$ cat src/rtl/uart_rx_deframer.sv
// uart_rx_deframer: 16550-style serial receive engine, start/data/parity/stop recovery.
// Define UART_RX_MAJORITY_EN for 2-of-3 majority bit decisions at cnt 6/7/8.
module uart_rx_deframer #(
   parameter int OVS         = 16,
   parameter int SYNC_STAGES = 2
) (
   input  logic       clk,
   input  logic       rst,
   input  logic       baud_pulse,
   input  logic       rx,
   input  logic [1:0] wls,
   input  logic       pen,
   input  logic       eps,
   input  logic       sticky_par,
   output logic [7:0] rx_data,
   output logic       rx_push,
   output logic       pe,
   output logic       fe,
   output logic       bi,
   output logic       rx_busy
);
   localparam int CW = $clog2(OVS);

   typedef enum logic [2:0] {IDLE, START, DATA, PARITY, STOP} state_t;

   state_t                 r_state, w_state_nx;
   logic [SYNC_STAGES-1:0] r_sync, r_vld;
   logic                   r_rx_prev, r_arm;
   logic [CW-1:0]          r_cnt;
   logic [2:0]             r_idx;
   logic [7:0]             r_sh;
   logic [1:0]             r_wls;
   logic                   r_pen, r_eps, r_stk, r_pe_acc, r_zero;
   logic [7:0]             r_data;
   logic                   r_push, r_pe, r_fe, r_bi;
   logic                   w_rxs, w_fall, w_sp, w_bit, w_exp;
   logic                   w_accept, w_shift, w_pchk, w_fin;
   logic [7:0]             w_data;

   assign w_rxs  = r_sync[SYNC_STAGES-1];
   // r_arm blocks the preset-high synchronizer from faking an edge when the line is low out of reset
   assign w_fall = r_arm & r_rx_prev & ~w_rxs;
   assign w_data = r_sh >> (2'd3 - r_wls);
   assign w_exp  = r_stk ? ~r_eps : (r_eps ? ^w_data : ~^w_data);

`ifdef UART_RX_MAJORITY_EN
   logic r_s6, r_s7;
   always_ff @(posedge clk or posedge rst) begin
      if (rst) begin
         r_s6 <= 1'b1;
         r_s7 <= 1'b1;
      end else begin
         if (baud_pulse && r_cnt == CW'(OVS/2-2)) r_s6 <= w_rxs;
         if (baud_pulse && r_cnt == CW'(OVS/2-1)) r_s7 <= w_rxs;
      end
   end
   assign w_sp  = baud_pulse && r_cnt == CW'(OVS/2);
   assign w_bit = (r_s6 & r_s7) | (r_s6 & w_rxs) | (r_s7 & w_rxs);
`else
   assign w_sp  = baud_pulse && r_cnt == CW'(OVS/2-1);
   assign w_bit = w_rxs;
`endif

   always_comb begin
      w_state_nx = r_state;
      w_accept   = 1'b0;
      w_shift    = 1'b0;
      w_pchk     = 1'b0;
      w_fin      = 1'b0;
      case (r_state)
         IDLE:   if (w_fall) w_state_nx = START;
         START:  if (w_sp) begin
            w_accept   = ~w_bit;
            w_state_nx = w_bit ? IDLE : DATA;
         end
         DATA:   if (w_sp) begin
            w_shift = 1'b1;
            if (r_idx == {1'b1, r_wls}) w_state_nx = r_pen ? PARITY : STOP;
         end
         PARITY: if (w_sp) begin
            w_pchk     = 1'b1;
            w_state_nx = STOP;
         end
         STOP:   if (w_sp) begin
            w_fin      = 1'b1;
            w_state_nx = IDLE;
         end
         default: w_state_nx = IDLE;
      endcase
   end

   always_ff @(posedge clk or posedge rst) begin
      if (rst) begin
         r_state   <= IDLE;
         r_sync    <= '1;
         r_vld     <= '0;
         r_rx_prev <= 1'b1;
         r_arm     <= 1'b0;
         r_cnt     <= '0;
         r_idx     <= '0;
         r_sh      <= '0;
         r_wls     <= '0;
         r_pen     <= 1'b0;
         r_eps     <= 1'b0;
         r_stk     <= 1'b0;
         r_pe_acc  <= 1'b0;
         r_zero    <= 1'b0;
         r_data    <= '0;
         r_push    <= 1'b0;
         r_pe      <= 1'b0;
         r_fe      <= 1'b0;
         r_bi      <= 1'b0;
      end else begin
         r_sync    <= {r_sync[SYNC_STAGES-2:0], rx};
         r_vld     <= {r_vld[SYNC_STAGES-2:0], 1'b1};
         r_rx_prev <= w_rxs;
         r_arm     <= r_arm | (r_vld[SYNC_STAGES-1] & w_rxs);
         r_state   <= w_state_nx;
         r_cnt     <= (r_state == IDLE && w_fall) ? '0 : r_cnt + CW'(baud_pulse);
         r_push    <= w_fin;
         if (w_accept) begin
            r_wls    <= wls;
            r_pen    <= pen;
            r_eps    <= eps;
            r_stk    <= sticky_par;
            r_idx    <= '0;
            r_sh     <= '0;
            r_pe_acc <= 1'b0;
            r_zero   <= 1'b1;
         end
         if (w_shift) begin
            r_sh   <= {w_bit, r_sh[7:1]};
            r_idx  <= r_idx + 3'd1;
            r_zero <= r_zero & ~w_bit;
         end
         if (w_pchk) begin
            r_pe_acc <= w_bit != w_exp;
            r_zero   <= r_zero & ~w_bit;
         end
         if (w_fin) begin
            r_data <= w_data;
            r_pe   <= r_pe_acc;
            r_fe   <= ~w_bit;
            r_bi   <= r_zero & ~w_bit;
         end
      end
   end

   assign rx_data = r_data;
   assign rx_push = r_push;
   assign pe      = r_pe;
   assign fe      = r_fe;
   assign bi      = r_bi;
   assign rx_busy = r_state != IDLE;
endmodule

$ cat config.mk
export PLATFORM = sky130hd
export DESIGN_NAME = uart_rx_deframer
export DESIGN_NICKNAME = d
export VERILOG_FILES = /design/src/rtl/uart_rx_deframer.sv
export SDC_FILE = /design/constraint.sdc
export NUM_CORES = 1
export LEC_CHECK = 0
export CAP_MARGIN = 20
export CORE_ASPECT_RATIO = 1.1
export CORE_MARGIN = 4
export CORE_UTILIZATION = 50
export DETAILED_ROUTE_END_ITERATION = 8
export PLACE_DENSITY = 0.72
export SLEW_MARGIN = 20
export SYNTH_ARGS = -nofsm -noshare
export SYNTH_HDL_FRONTEND = slang
export SYNTH_SLANG_ARGS = --single-unit
$ cat constraint.sdc
create_clock -name clk -period 2.73 [get_ports clk]
set_clock_uncertainty 0.2 [all_clocks]
set_input_delay 0.546 -clock clk [delete_from_list [all_inputs] [get_ports clk]]
set_output_delay 0.546 -clock clk [all_outputs]
set_load 0.02 [all_outputs]
==> results.sh <==
export IMPL_outcome="finished, final reports clean"
export IMPL_setup_tns_ps=0
export IMPL_netlist_area_mm2=0.00206
export IMPL_p_sw_share_pct=31.7
export IMPL_core_rowCount=24
export IMPL_drv_cap=0
export IMPL_p_total_mw=1.59
export IMPL_ctsHoldBuffers=0
export IMPL_worst_setup_path_end_kind="output pin"
export IMPL_r2r_slack_ps=280
export IMPL_reg2reg_depth=6
export IMPL_initial_core_util_pct=52.1
export IMPL_synth_ff_latch_count=43
export IMPL_slowest_delay_ps=560
export IMPL_synth_edf_count=0
export IMPL_fin_crit_sh_pct=93.1
export IMPL_clkPwrFrac_pct=24.6
export IMPL_vias=1535
export IMPL_cp_top_family="buffers and inverters"
export IMPL_gr_usage_all_layers_pct=17.3
export IMPL_drt_iter0_drc=117
export IMPL_wl_met1_um=1720
export IMPL_cts_tree="built"
export IMPL_worstSetupStartpoint="r_state[0]$_DFFE_PP0P_"
export IMPL_io_pins=22
export IMPL_numCtsBuffers=5
export IMPL_cts_sinks=43
export IMPL_hold_viol_final=0
export IMPL_post_cts_buffers=0
export IMPL_clk_latency_ps=290
export IMPL_grt_max_degree=44
export IMPL_syn_nets=208
export IMPL_path_clk_slew_ps=80
export IMPL_core_mm2=0.00396
export IMPL_first_global_vias=1566
export IMPL_drt_total_wl_um=4060
export IMPL_synth_distinct_cells=41
export IMPL_port_buffers=21
export IMPL_p_int_mw=1.09
export IMPL_power_density_mw_per_mm2=653
export IMPL_avgSynthCellArea_um2=10.5
export IMPL_p_switching_mw=0.505
export IMPL_firstDrtPassIters=4
export IMPL_synthTopCellsByArea="dfrtp_1 (48%), mux2_2 (5.5%), nand2_1 (4.5%), o21ai_0 (3.9%), dfstp_2 (3.8%)"
export IMPL_die_h_um=75.4
export IMPL_ant_nets=0
export IMPL_worstPathCellList="or3_1, clkdlybuf4s50_1"
export IMPL_p_seq_share_pct=52.6
export IMPL_ys_seq_area_share_pct=52.3
export IMPL_clock_path_buffers=2
export IMPL_rsz0062_at_grt="false"
export IMPL_cp_arrival_ps=1790
export IMPL_fin_crit_ps=2540
export IMPL_wl_met2_um=2010
export IMPL_path_depth=2
export IMPL_synth_largest_area_cell="dfrtp_1"
export IMPL_yosysWarnings=0
export IMPL_synth_top_area_share_pct=48.5
export IMPL_grt_first_pass_wirelength_um=7000
export IMPL_ctsRootBufferMaster="clkbuf_8"
export IMPL_hp_class="reg -> reg"
export IMPL_finalNetCount=233
export IMPL_cp_required_ps=1980
export IMPL_r2r_end="r_pe_acc$_DFFE_PP0P_"
export IMPL_final_setup_viol_count=0
export IMPL_design_area_mm2=0.00243
export IMPL_ctsHtreeMaxLevel=2
export IMPL_max_slew_margin_pct=57.9
export IMPL_synthToLayoutAreaGrowth_pct=17.9
export IMPL_dieArea_mm2=0.00522
export IMPL_cts_resized=0
export IMPL_drv_slew=0
export IMPL_startpoint_type="flop"
export IMPL_timing_critical_path_buf_inv=1
export IMPL_reg2reg_from="r_wls[1]$_DFFE_PP0P_"
export IMPL_via_per_inst=5.60
export IMPL_netlist_instances=196
export IMPL_critPathCapture="rx_busy"
export IMPL_fmax_mhz=394
export IMPL_max_slew_worst_pin_slew_ps=627
export IMPL_gp_congestion=0.852
export IMPL_post_drt_wl_per_cell_um=14.8
export IMPL_critPathSlowestCell="clkdlybuf4s50_1"
export IMPL_synth_flop_cell="dfrtp_1"
export IMPL_critPathMaxFanout=11
export IMPL_crit_type="reg -> out"
export IMPL_antenna_found_initial=0
export IMPL_grt_ovfl_total=0
export IMPL_comb_power_share_pct=22.7
export IMPL_n_antenna_cell=0
export IMPL_dp_hpwl_um=3030
export IMPL_ir_drop_uv=395
export IMPL_drc=0
export IMPL_die_x_um=69.3
export IMPL_synth_async_reset_ratio_pct=100
export IMPL_p_leak_nw=1.10
export IMPL_wl_met3_um=184
export IMPL_highest_layer="met4"
export IMPL_drive_gt1_share_pct=14.0
export IMPL_post_dp_cell_area_mm2=0.00235
==> registers in the layout, summed over array words and instances (netlist names), 2 cells and up <==
register and count:
r_sh 8, rx_data 8, r_cnt 4, r_idx 3
r_state 3, r_sync 2, r_vld 2, r_wls 2
==> worst register-to-register path, cell delays in order, from the launching register on <==
cell and delay (ps):
dfrtp_1 550, mux2_2 410, mux2i_1 160, xnor3_1 470, nor3b_1 160, a2111oi_1 300
nand2_1 80
==> metrics by stage <==
step                      instances  hold WS [ps]  worst slack [ps]  util [%]
after floorplan                 196           131               532         -
after global placement          266           133               334      59.3
after detailed placement        266           148               277      59.3
after CTS                       274           159               193      61.4
after global routing            274           162              19.5      61.4
final                           274           157               190      61.4
==> placed cells by master (no fill, tap or decap), types with 7 or more instances in the layout <==
master / n
clkdlybuf4s50_1: 21
dfrtp_1: 40
nand3_1: 7
inv_1: 7
buf_4: 8
a22o_1: 9
mux2_2: 10
nand2_1: 25
nor2_1: 12
o21ai_0: 16
==> worst min path at each step <==
stage                        startpoint             endpoint  cells past startpoint
floorplan            r_vld[0]$_DFF_PP0_   r_vld[1]$_DFF_PP0_                      0
global placement     r_vld[0]$_DFF_PP0_   r_vld[1]$_DFF_PP0_                      0
detailed placement  r_sync[0]$_DFF_PP1_  r_sync[1]$_DFF_PP1_                      0
CTS                 r_sync[0]$_DFF_PP1_  r_sync[1]$_DFF_PP1_                      0
global route        r_sync[0]$_DFF_PP1_  r_sync[1]$_DFF_PP1_                      0
finish              r_sync[0]$_DFF_PP1_  r_sync[1]$_DFF_PP1_                      0
==> area by class of cell <==
| class | instances | area, um2 |
|---|---|---|
| Multi-Input combinational cell | 135 | 908 |
| Fill cell | 348 | 1530 |
| Clock buffer | 6 | 72.6 |
| Tap cell | 52 | 65.1 |
| Sequential cell | 43 | 1080 |
| Inverter | 7 | 26.3 |
| Timing Repair Buffer | 29 | 270 |
| Clock inverter | 2 | 12.5 |
==> per-layer routing <==
layer	vias to the layer above	GRT usage (%)
met3	15	4.88
met4	0	11.3
met1	737	19.9
met2	52	29.0
li1	731	-
met5	-	0
==> synth_stat cells, types with 4 or more instances <==
master,count
mux2_2,10
xor2_1,5
mux2i_1,5
inv_1,7
o21ai_0,16
nor2b_1,5
nand2_1,25
a22o_1,9
dfrtp_1,40
nor3_1,4
nor2_1,12
nand3_1,7
xnor2_1,4
clkbuf_1,9
a21oi_1,6
==> power groups by stage <==
stage | registers, mW | clock network (mW) | logic [mW]
2_1_floorplan | 0.790 | 0 | 0.308
3_3_place_gp | 0.836 | 0 | 0.347
3_5_place_dp | 0.845 | 0 | 0.362
4_1_cts | 0.833 | 0.395 | 0.364
5_1_grt | 0.853 | 0.430 | 0.407
6_report | 0.837 | 0.392 | 0.362
==> logic make-up (layout without fill, tap and decap cells) <==
family                   Yosys count  count (layout)  synth area share, %
AND/OR/NAND/NOR                   63              63                 14.4
flip-flops                        43              43                 52.3
other                              1               1                0.182
buffers and inverters             18              44                 3.70
XOR/XNOR                          11              11                 5.70
multiplexers                      16              16                 8.97
AO/OA/AOI/OAI                     41              41                 13.0
adder cells (fa/ha/maj)            3               3                 1.82
(Power assumes the default switching activity.)
==> variant 1 (config.mk and constraints unchanged) <==
Register the output `bi` once more, without a reset; this adds one clock of latency there. The other outputs are not delayed to match.
--- a/src/rtl/uart_rx_deframer.sv
+++ b/src/rtl/uart_rx_deframer.sv
@@ -150,7 +150,9 @@
    assign rx_push = r_push;
    assign pe      = r_pe;
    assign fe      = r_fe;
-   assign bi      = r_bi;
+   always_ff @(posedge clk) begin
+      bi <= r_bi;
+   end
    assign rx_busy = r_state != IDLE;
 endmodule
 
Function: same outputs for any inputs over 10 cycles, from zero or initial values and one cycle with rst high; that may be too few to reach the edited logic, so the function may still have changed.
==> variant 1 against the original RTL <==
  * Fmax increased by 1.3%
  * Sequential share of layout area decreased by 0.40 points
  * Final cell count increased by 0.36%
  * Routed wire length increased by 2.7%
  * Largest power group unchanged
  * Sequential cell count increased by 1
  * Worst setup slack improved by 33 ps
  * Final area increased by 2.8%
  * Combinational power increased by 2%
  * Total power increased by 13%
  * Area after synthesis increased by 0.97%
==> variant 1: results (changes against the original RTL) <==
stage,metric,value,unit,change
worst_setup_path,cp_top_family,buffers and inverters,,
clock_network,clock_path_buffers,2,,unchanged
route,avgRoutedWirePerCell,15.2,microns,+2.3%
cells_and_area,nets,234,,+0.43%
clock_network,cts_made_buffers,5,,unchanged
power,power_frac_clock,0.328,,+0.082
worst_setup_path,critPathMaxFanout,11,,unchanged
logic_synthesis,synth-warning-count,0,,unchanged
cells_and_area,drive_gt1_frac,0.139,,-0.000626
min_path,hold_class,reg -> reg,,
worst_setup_path,cp.arrival,1760,ps,-30 ps
logic_synthesis,syn_nets,209,,+0.48%
placement,place_hpwl,2990,microns,-1.5%
global_routing,grt_max_degree,44,,unchanged
timing,max_slew_margin,0.564,,-0.0155
logic_synthesis,ys_seq_area_frac,0.528,,+0.00458
global_routing,track_usage,0.183,,+0.00998
power,p_comb_frac,0.204,,-0.023
logic_synthesis,ys_types,42,,+2.4%
power,p_int,1.29,mW,+19%
logic_synthesis,ys_top_cells_by_area,"dfrtp_1 48%, mux2_2 5.4%, nand2_1 4.5%",,
power,power.leakage,1.14,nW,+2.9%
placement,gp_congestion,0.849,,-0.33%
placement,numPortBuffers,21,,unchanged
route,initialDrtViolationCount,158,,+35%
logic_synthesis,async_flop_share,0.977,,-0.0227
route,via_count,1517,,-1.2%
clock_network,clk_latency,300,ps,
cells_and_area,fillers,333,,-4.3%
clock_network,root_buffer,clkbuf_8,,
run_status,status,finished clean,,
global_routing,grt_pass1_wl,7480,microns,+6.9%
clock_network,ctsResizeCount,0,,unchanged
power,peakVddDrop,0.403,mV,+1.8%
placement,pre_cts_ws,208,ps,-68.4 ps
global_routing,grt_pass1_vias,1642,,+4.9%
-- variant 1: cell types whose count changed after synthesis --
| cell | change |
|---|---|
| dfxtp_1 | +1 |
-- variant 1: path summary, 6_finish.rpt --
check                                  end        from  depth (start not counted)  slack, ps
worst max-delay path               rx_busy  r_state[0]                          2        220
worst min-delay path              r_vld[1]    r_vld[0]                          0        160
worst max register to register    r_pe_acc    r_wls[1]                          6        360
worst min register to register    r_vld[1]    r_vld[0]                          0        160
max in group asynchronous        r_sync[1]         rst                          3       1480
min in group asynchronous       r_state[1]         rst                          3        470
-- variant 1: kinds of logic (layout without fill, tap and decap cells) --
logic type                 Yosys count  count (layout)  share of synthesized area
AOI/OAI and AO/OA                   41              41                      0.128
buffers and inverters               18              44                     0.0366
xor gates and xnor gates            11              11                     0.0564
and+or+nand+nor                     63              63                      0.142
adders and majority gates            3               3                     0.0180
other                                1               1                    0.00180
DFF                                 44              44                      0.528
muxes                               16              16                     0.0888
-- variant 1: area by class of cell --
type,count,share of cell area
clock inverters,2,0.0240
clock buffers,6,0.0290
repair buffers,29,0.108
flip-flops and latches,44,0.439
inverters,7,0.0105
well taps,52,0.0260
multi-input cells,135,0.363
-- variant 1: through the flow --
stage | cell area (sq um) | power [mW] | util | std cells
after global placement | 2370 | 1.20 | 0.593 | 267
final | 2500 | 1.80 | 0.627 | 275
after global routing | 2500 | 1.92 | 0.627 | 275
after CTS | 2500 | 1.81 | 0.627 | 275
after detailed placement | 2370 | 1.22 | 0.593 | 267
after floorplan | 2080 | 1.11 | - | 197
-- variant 1: per-layer routing --
layer,track usage,wire [microns],vias up
met2,0.336,2140,27
met1,0.201,1750,742
li1,-,-,735
met3,0.0435,135,13
met5,0,0,-
met4,0.0976,140,0
==> variant 2 (same settings) <==
Made on the original files. Set the parameter `OVS` to 32 (it was 16).
--- a/src/rtl/uart_rx_deframer.sv
+++ b/src/rtl/uart_rx_deframer.sv
@@ -1,7 +1,7 @@
 // uart_rx_deframer: 16550-style serial receive engine, start/data/parity/stop recovery.
 // Define UART_RX_MAJORITY_EN for 2-of-3 majority bit decisions at cnt 6/7/8.
 module uart_rx_deframer #(
-   parameter int OVS         = 16,
+   parameter int OVS         = 32,
    parameter int SYNC_STAGES = 2
 ) (
    input  logic       clk,
Formal check against the unedited RTL: same outputs for any inputs over 10 cycles, from zero or initial values and one cycle with rst high; that may be too few to reach the edited logic, so the function may still have changed.
==> variant 2 against the original RTL <==
  * Final area grew 4.2%
  * Clock power up 22%
  * Critical path depth is the same
  * Routed wire length down 1.7%
  * Sequential share of layout area shrank 0.79 points
  * Worst setup slack worse by 35 ps
  * Count of clock-buffer cells in the layout did not move
  * Sequential cell count up 1
  * Total power down 8.2%
  * Area after synthesis up 5.8%
  * Register-to-register slack about the same
  * Largest power group unchanged
  * Highest routed layer unchanged
==> variant 2: results (changes against the original RTL) <==
stage,metric,value,unit,change
cells_and_area,nets,238,,+2.1%
clock_network,clk_latency,300,ps,
placement,gp_congestion,0.814,,-4.5%
min_path,hold_class,reg -> reg,,
logic_synthesis,async_flop_share,1.00,,unchanged
global_routing,grt.overflow.total,0,,unchanged
timing,period_share,0.943,,+0.0128
logic_synthesis,syn_area_per_cell,10.7,sq um,+1.6%
logic_synthesis,ys_types,44,,+7.3%
route,wl,3990,microns,-1.7%
route,initialDrtViolationCount,84,,-28%
logic_synthesis,ys_top_cells_by_area,"dfrtp_1 47%, mux2_2 5.2%, nand2_1 4.3%",,
global_routing,grt_pass1_wl,6840,microns,-2.2%
worst_setup_path,r2r_setup_slack,280,ps,about the same
timing,hold_slack,153,ps,-4.02 ps
power,peakVddDrop,0.442,mV,+12%
logic_synthesis,synth-warning-count,0,,unchanged
route,vias_per_cell,5.56,,-0.77%
global_routing,track_usage,0.157,,-0.0162
worst_setup_path,cp.arrival,1830,ps,+40 ps
worst_setup_path,critPathMaxFanout,12,,+1
global_routing,antenna_found_initial,0,,unchanged
logic_synthesis,ys_seq_area_frac,0.506,,-0.0170
run_status,status,finished clean,,
placement,place_inst,271,,+1.9%
global_routing,grt_max_degree,45,,+2.3%
placement,place_hpwl,2860,microns,-5.8%
clock_network,root_buffer,clkbuf_8,,
route,via_count,1551,,+1.0%
cells_and_area,drive_gt1_frac,0.141,,+0.00133
logic_synthesis,synth_commonest_cells,"41 x dfrtp_1, 25 x nand2_1, 15 x o21ai_0",,
global_routing,grt_pass1_vias,1466,,-6.4%
logic_synthesis,syn_nets,216,,+3.8%
timing,max_slew_margin,0.643,,+0.0634
clock_network,clock_path_buffers,2,,unchanged
route,drt_first_pass_iters,4,,unchanged
clock_network,ctsResizeCount,0,,unchanged
clock_network,path_clk_slew,80,ps,about the same
clock_network,post_cts_buffers,0,,unchanged
clock_network,htreeDepth,2,,unchanged
clock_network,cts_made_buffers,5,,unchanged
worst_setup_path,reg2regPathDepth,6,,unchanged
power,power.leakage,1.13,nW,+2.3%
placement,pre_cts_ws,324,ps,+47.2 ps
min_path,whs_path_depth,0,,unchanged
cells_and_area,antennaDiodeCount,0,,unchanged
## variant 2: final timing paths
path,start,end
max,r_state[0],rx_busy
min,r_vld[0],r_vld[1]
max reg2reg,r_wls[1],r_pe_acc
min reg2reg,r_vld[0],r_vld[1]
max in group asynchronous,rst,r_sh[3]
min in group asynchronous,rst,r_arm
## variant 2: routing by layer
metal | global-route usage | share of wire | vias to the layer above
li1 | - | - | 760
met3 | 0.0379 | 0.043 | 7
met2 | 0.254 | 0.46 | 28
met4 | 0.0620 | 0.018 | 0
met5 | 0 | 0 | -
met1 | 0.203 | 0.48 | 756
## variant 2: critical path: stages, from the launching register on
cell	delay [ps]
dfrtp_1	510
or3_1	470
clkdlybuf4s50_1	560
## variant 2: kinds of logic after synthesis
| family | after synthesis | share of synthesized area |
|---|---|---|
| muxes | 19 | 0.100 |
| xor gates and xnor gates | 11 | 0.0539 |
| AOI/OAI and AO/OA | 42 | 0.128 |
| other | 1 | 0.00172 |
| buffers and inverters | 19 | 0.0493 |
| DFF | 44 | 0.506 |
| and+or+nand+nor | 65 | 0.144 |
| adders and majority gates | 3 | 0.0172 |
## variant 2: final cells by class
cell class | instances | area [sq um]
Timing Repair Buffer | 28 | 263
Clock inverter | 2 | 35.0
Sequential cell | 44 | 1100
Clock buffer | 6 | 72.6
Tap cell | 52 | 65.1
Multi-Input combinational cell | 141 | 971
Inverter | 6 | 25.0
Fill cell | 358 | 1550
## variant 2: report_power, final
group          internal, mW  switching, mW  leakage [nW]
Clock                 0.271          0.208        0.0552
Sequential            0.705         0.0621         0.582
Combinational         0.106          0.107         0.491
## variant 2: metrics by stage
| stage | utilization | cell area (sq um) |
|---|---|---|
| floorplan | - | 2180 |
| global placement | 0.595 | 2430 |
| detailed placement | 0.595 | 2430 |
| CTS | 0.621 | 2540 |
| global route | 0.621 | 2540 |
| finish | 0.621 | 2540 |
